===== config.mk =====
export PLATFORM = sky130hd
export DESIGN_NAME = imm_ctrl_seq
export DESIGN_NICKNAME = d
export VERILOG_FILES = /design/src/rtl/imm_ctrl_seq.sv
export SDC_FILE = /design/constraint.sdc
export NUM_CORES = 1
export LEC_CHECK = 0
export ABC_AREA = 0
export BUFFER_PORTS_ARGS = -buffer_cell sky130_fd_sc_hd__buf_2
export CAP_MARGIN = 20
export CORE_MARGIN = 5
export CORE_UTILIZATION = 42
export CTS_CLUSTER_SIZE = 25
export DETAILED_ROUTE_END_ITERATION = 12
export GPL_TIMING_DRIVEN = 0
export HOLD_SLACK_MARGIN = 0.05
export MAX_ROUTING_LAYER = met4
export PLACE_DENSITY = 0.82
export SYNTH_ARGS = -nofsm -noshare
export SYNTH_HDL_FRONTEND = slang
export SYNTH_SLANG_ARGS = --single-unit

===== constraint.sdc =====
create_clock -name clock -period 1.5 [get_ports clock]
set_input_delay 0.075 -clock clock [delete_from_list [all_inputs] [get_ports clock]]
set_output_delay 0.075 -clock clock [all_outputs]
set_load 0.05 [all_outputs]

===== src/rtl/imm_ctrl_seq.sv =====
// Hardwired T0-T5 control sequencer for the Mini SRC immediate instructions (ldi/addi/andi/ori, nop, halt).
// Define IMM_CTRL_SEQ_STALL_EN to hold T1 until mem_ready is high.
module imm_ctrl_seq #(
    parameter int OPC_WIDTH = 5,
    parameter int CNT_WIDTH = 16
) (
    input  logic                 clock,
    input  logic                 clear,
    input  logic                 start,
    input  logic [OPC_WIDTH-1:0] opcode,
    input  logic                 mem_ready,
    output logic                 PCout,
    output logic                 MARin,
    output logic                 IncPC,
    output logic                 Zlowin,
    output logic                 Zlowout,
    output logic                 PCin,
    output logic                 MDMuxread,
    output logic                 RAMread,
    output logic                 MDRin,
    output logic                 MDRout,
    output logic                 IRin,
    output logic                 Gra,
    output logic                 Grb,
    output logic                 Rin,
    output logic                 Rout,
    output logic                 BAout,
    output logic                 Yin,
    output logic                 CSEout,
    output logic                 ADD,
    output logic                 AND,
    output logic                 OR,
    output logic [2:0]           step,
    output logic                 halted,
    output logic                 illegal,
    output logic [CNT_WIDTH-1:0] instr_count
);

    // State encoding doubles as the step output.
    localparam logic [2:0] ST_T0   = 3'd0;
    localparam logic [2:0] ST_T1   = 3'd1;
    localparam logic [2:0] ST_T2   = 3'd2;
    localparam logic [2:0] ST_T3   = 3'd3;
    localparam logic [2:0] ST_T4   = 3'd4;
    localparam logic [2:0] ST_T5   = 3'd5;
    localparam logic [2:0] ST_IDLE = 3'd6;
    localparam logic [2:0] ST_HALT = 3'd7;

    localparam logic [OPC_WIDTH-1:0] OP_LDI  = OPC_WIDTH'(5'b00001);
    localparam logic [OPC_WIDTH-1:0] OP_ADDI = OPC_WIDTH'(5'b01100);
    localparam logic [OPC_WIDTH-1:0] OP_ANDI = OPC_WIDTH'(5'b01101);
    localparam logic [OPC_WIDTH-1:0] OP_ORI  = OPC_WIDTH'(5'b01110);
    localparam logic [OPC_WIDTH-1:0] OP_NOP  = OPC_WIDTH'(5'b11010);
    localparam logic [OPC_WIDTH-1:0] OP_HALT = OPC_WIDTH'(5'b11011);

    logic [2:0] state;
    logic [2:0] state_nxt;
    logic       is_ldi, is_addi, is_andi, is_ori, is_nop, is_halt, is_imm;
    logic       t1_done;
    logic       retire;
    logic       bad_op;

    assign is_ldi  = (opcode == OP_LDI);
    assign is_addi = (opcode == OP_ADDI);
    assign is_andi = (opcode == OP_ANDI);
    assign is_ori  = (opcode == OP_ORI);
    assign is_nop  = (opcode == OP_NOP);
    assign is_halt = (opcode == OP_HALT);
    assign is_imm  = is_ldi | is_addi | is_andi | is_ori;

`ifdef IMM_CTRL_SEQ_STALL_EN
    assign t1_done = mem_ready;
`else
    logic unused_mem_ready;
    assign unused_mem_ready = mem_ready;
    assign t1_done          = 1'b1;
`endif

    assign bad_op = (state == ST_T3) && !(is_imm || is_nop || is_halt);
    assign retire = (state == ST_T5) || ((state == ST_T3) && (is_nop || is_halt));

    always_comb begin
        state_nxt = state;
        case (state)
            ST_IDLE: if (start) state_nxt = ST_T0;
            ST_T0:   state_nxt = ST_T1;
            ST_T1:   if (t1_done) state_nxt = ST_T2;
            ST_T2:   state_nxt = ST_T3;
            ST_T3: begin
                if (is_imm)      state_nxt = ST_T4;
                else if (is_nop) state_nxt = ST_T0;
                else             state_nxt = ST_HALT;
            end
            ST_T4:   state_nxt = ST_T5;
            ST_T5:   state_nxt = ST_T0;
            default: state_nxt = ST_HALT;
        endcase
    end

    always_ff @(posedge clock) begin
        if (clear) begin
            state       <= ST_IDLE;
            illegal     <= 1'b0;
            instr_count <= '0;
        end else begin
            state <= state_nxt;
            if (bad_op) illegal <= 1'b1;
            if (retire) instr_count <= instr_count + CNT_WIDTH'(1);
        end
    end

    assign step   = state;
    assign halted = (state == ST_HALT);

    // Strobes are a pure decode of state, plus opcode in T3/T4.
    always_comb begin
        PCout = 1'b0; MARin = 1'b0; IncPC = 1'b0; Zlowin = 1'b0;
        Zlowout = 1'b0; PCin = 1'b0; MDMuxread = 1'b0; RAMread = 1'b0;
        MDRin = 1'b0; MDRout = 1'b0; IRin = 1'b0;
        Gra = 1'b0; Grb = 1'b0; Rin = 1'b0; Rout = 1'b0; BAout = 1'b0;
        Yin = 1'b0; CSEout = 1'b0; ADD = 1'b0; AND = 1'b0; OR = 1'b0;
        case (state)
            ST_T0: begin
                PCout = 1'b1; MARin = 1'b1; IncPC = 1'b1; Zlowin = 1'b1;
            end
            ST_T1: begin
                Zlowout = 1'b1; PCin = 1'b1; MDMuxread = 1'b1;
                RAMread = 1'b1; MDRin = 1'b1;
            end
            ST_T2: begin
                MDRout = 1'b1; IRin = 1'b1;
            end
            ST_T3: begin
                if (is_imm) begin
                    Grb   = 1'b1;
                    Yin   = 1'b1;
                    BAout = is_ldi;
                    Rout  = !is_ldi;
                end
            end
            ST_T4: begin
                CSEout = 1'b1;
                Zlowin = 1'b1;
                ADD    = is_ldi | is_addi;
                AND    = is_andi;
                OR     = is_ori;
            end
            ST_T5: begin
                Zlowout = 1'b1; Gra = 1'b1; Rin = 1'b1;
            end
            default: ;
        endcase
    end

endmodule


Word level (Yosys, flattened, before mapping)
Cells that the tools add are included.

Bitwise gates (word level): 3. $add $sub $neg: 1. Reduce and logical (&&, ||, !) cells: 11. Equality and inequality tests: 14. Mux-type cells: 20.

Operator list (count): 3-bit case mux with 7 select lines (1); 16-bit by 1-bit adder with 16-bit output (second input constant) (1); 1-bit 2-to-1 mux (16); 5-bit by 4-bit == test with 1-bit output (second input constant) (3); 3-bit == test (second input constant) (4); 5-bit == test (second input constant) (2); 3-bit 2-to-1 mux (3); 3-bit by 2-bit == test with 1-bit output (second input constant) (2); 5-bit by 1-bit == test with 1-bit output (second input constant) (1); 1-bit logical OR (4); 2-bit OR reduction (2); 3-bit by 1-bit == test with 1-bit output (second input constant) (1); 3-bit zero test (1); 1-bit OR (3); 1-bit logical AND (2); 1-bit zero test (2); 2-bit inequality test (second input constant) (1).

Flip-flop bits (word level): 20. Word-level logic and storage cells: 52. Output and inout port bits: 42.

Depth between registers and ports, before layout
Word-level depth: 8. Depth in mapped cells: 7.

Worst setup path before layout
Ideal clock, no wire load.

Kind: reg-to-output. From: reg state[0] (netlist: step[0]). To: out AND. Arrival: 3381 ps. Required time: 1425 ps. Setup slack: -1956 ps. Stages on the path, launching flop included: 6. Cells stage by stage: dfxtp_1 -> clkbuf_1 -> nor2_1 -> and2_1 -> nand2_1 -> nor3b_1.

Cells in the longest elaborated chain, start to end: 2.

RTL lines: start, declared (line 56) `logic [2:0] state;`; start signal, assigned (line 106) `state <= state_nxt;`; 3-bit == test (line 122) `case (state)`; 1-bit 2-to-1 mux (line 122); end, declared (line 31) `output logic AND,`.

Every way passes these cells.

Worst setup path in the final report
From: reg state[0] (netlist: step[0]). To: out MDRout.

Cells in the longest elaborated chain, start to end: 2.

RTL lines: 3-bit by 2-bit == test with 1-bit output (line 122); 1-bit 2-to-1 mux (line 122); end, declared (line 21) `output logic MDRout,`.

Every way passes these cells.

==> out/metrics.yaml <==
die_w_um: 63.5
cp.buffers_inverters: 4
synthTopCellsByCount: "dfxtp_1, nand2_1, a21oi_1, o21ai_0"
grt_pass1_vias: 1343
fmax_ghz: 0.622
nets: 239
critical_path.slowest_cell: "dfxtp_4"
cts_tree: "built"
synth.top_cell.area_share: 0.333
cts.htree.levels: 1
crit_path_max_fanout: 5
tightest_slew_ns: 0.574
drive_gt1_frac: 0.636
firstDrtPassIters: 4
antennaDiodeCount: 0
drtIter0Drc: 97
end_kind: "output port"
cpPeakStageDelay_ns: 0.39
min_to: "instr_count[5]"
r2r_start: "step[0]"
crit_path_cell_trace: "clkbuf_16, buf_4, nor3b_2, buf_4, buf_8"
io_pins: 51
grt_overflow: 0
hp-start: "clear"
utilization: 0.789
placed_cells: 229
holdBufCountCts: 0
reg2reg_slack_ns: -0.09
maxSlewHeadroom: 0.617
yosys-top-cells-area: "dfxtp_1, buf_4, a21oi_1"
reg2reg_depth: 6
std_cell_rows: 19
port_buffers: 48
hold_violations: 0
worst_ep_arrival_time_ns: 1.53
cts_buffer_depth: 2
final_cells: 259
ant_nets: 0
core_mm2: 0.00276
grt_max_degree: 12
cts_made_buffers: 3
post-route-period-util: 1.07
ys_warn_count: 0
cts.sinks: 20
drt-total-wl_um: 4560
r2r-end: "instr_count[14]"
holdPathStages: 2
hold_class: "input port to flip-flop"
crit_type: "flip-flop to output port"
rsz0062_at_grt: "yes"
dieArea_mm2: 0.00404
viasPerCell: 5.83
gp_congestion: 0.864
fill_cells: 172
vdd_drop_max_uv: 1260
die_h_um: 63.5
initial_core_util: 0.436
skew_ns: 0.00215
power_per_cell_area_mw_per_mm2: 1100
power_mw: 2.38
ys.flop_type: "dfxtp_1"
ys_seq_elements: 20
track_usage: 0.191
yosysTopAreaCell: "dfxtp_1"
grt_pass1_wl_um: 6290
timing.final.ws_setup_ns: -0.106
violations: "negative setup slack"
leakage_nw: 0.972
wl_per_cell_um: 17.6
critPathTopFamily: "buffers and inverters"
outcome: "finished, violations left"
cts-root-buf: "clkbuf_4"
syn2layout_area_growth_pct: 80.8
maxCapViolations: 0
multi_input_area_um2: 868
synth_edf_count: 0
synth_nets: 160
avgSynthCellArea_um2: 8.02
synth_cell_type_count: 40
remaining_drc_errors: 0
postSynth.asyncResetShare: 0
hpwlAfterDp_um: 2340
seq_area_um2: 437
crit_path_start_kind: "flip-flop"
clkTransAtPathRegs_ns: 0.12
clkLatencyLatePin_ns: 0.31
syn_area_mm2: 0.00120
final-setup-viol-count: 17
critPathMostFrequentCell: "buf_4"
antenna_found_initial: 0
synth_cells: 150
yosysSeqAreaShare: 0.333
synth.most_common_cell: "dfxtp_1"
num_vias: 1510
period_needed_ns: 1.61
drv_slew: 0
crit_required_ns: 1.42
## repair_timing
action                                  4_1_cts  5_1_grt
gates resized for setup                      50       49
pin swaps                                     6       11
buffers inserted                             16       14
endpoints found under the setup margin       30       28
gates cloned                                  0        1
## worst max-delay path by stage
stage	startpoint	end	slack (ns)	cells past startpoint
3_3_place_gp	instr_count[3]	instr_count[15]	-0.22	5
3_5_place_dp	instr_count[3]	instr_count[14]	-0.25	5
6_report	step[0]	MDRout	-0.11	5
5_1_grt	step[0]	MDRout	-0.20	5
4_1_cts	step[0]	AND	-0.13	6
2_1_floorplan	step[1]	instr_count[6]	-0.36	6
## sequential cells by signal, indices dropped and copies added, names as in the netlist
name         cells
illegal          1
instr_count     16
step             3
## cell usage in the layout, fill, tap and decap left out, types with 7 or more instances in the layout
master	synthesis	routed
buf_2	1	28
buf_4	9	29
buf_6	1	17
buf_8	0	12
dfxtp_2	0	8
dfxtp_4	0	7
nand2_1	12	8
o21ai_0	10	9
or3_1	8	8
## logic make-up after synthesis
logic type               Yosys count  synth area share
multiplexers                       2            0.0177
XOR/XNOR                           1           0.00728
AO/OA/AOI/OAI                     36             0.195
buffers and inverters             21             0.101
adder cells (fa/ha/maj)            1            0.0104
flip-flops                        20             0.333
AND/OR/NAND/NOR                   69             0.336
## worst register-to-register path: cells and delay by family (launching register included)
kind                   cells  cell delay (ns)
AOI/OAI and AO/OA          2             0.40
buffers and inverters      2             0.24
DFF                        1             0.40
and+or+nand+nor            2             0.50
## per-stage QoR
| step | hold slack [ns] | setup TNS (ns) | worst slack, ns | cell area, um2 |
|---|---|---|---|---|
| 3_3_place_gp | 0.430 | -1.39 | -0.221 | 1610 |
| 3_5_place_dp | 0.440 | -1.65 | -0.250 | 1610 |
| 5_1_grt | 0.183 | -2.69 | -0.198 | 2180 |
| 4_1_cts | 0.111 | -1.02 | -0.134 | 1920 |
| 2_1_floorplan | 0.216 | -6.25 | -0.359 | 1340 |
| 6_report | 0.142 | -1.07 | -0.106 | 2180 |
## layout make-up
type                            count  area share
Buffer                             14      0.0615
Clock buffer                        4      0.0167
Inverter                            3     0.00518
Multi-Input combinational cell    109       0.399
Sequential cell                    20       0.201
Tap cell                           31      0.0178
Timing Repair Buffer               78       0.299
## power breakdown
part	switching [mW]	internal (mW)	leakage, nW
clock	0.179	0.148	0.0210
combinational	0.812	0.603	0.781
sequential	0.0651	0.576	0.170
## metal layers
layer | GRT usage | wire (um)
met1 | 0.248 | 1770
met2 | 0.301 | 2420
met3 | 0.0320 | 303
met4 | 0.0649 | 69
met5 | - | 0
Power figures use the tool's default switching activity.
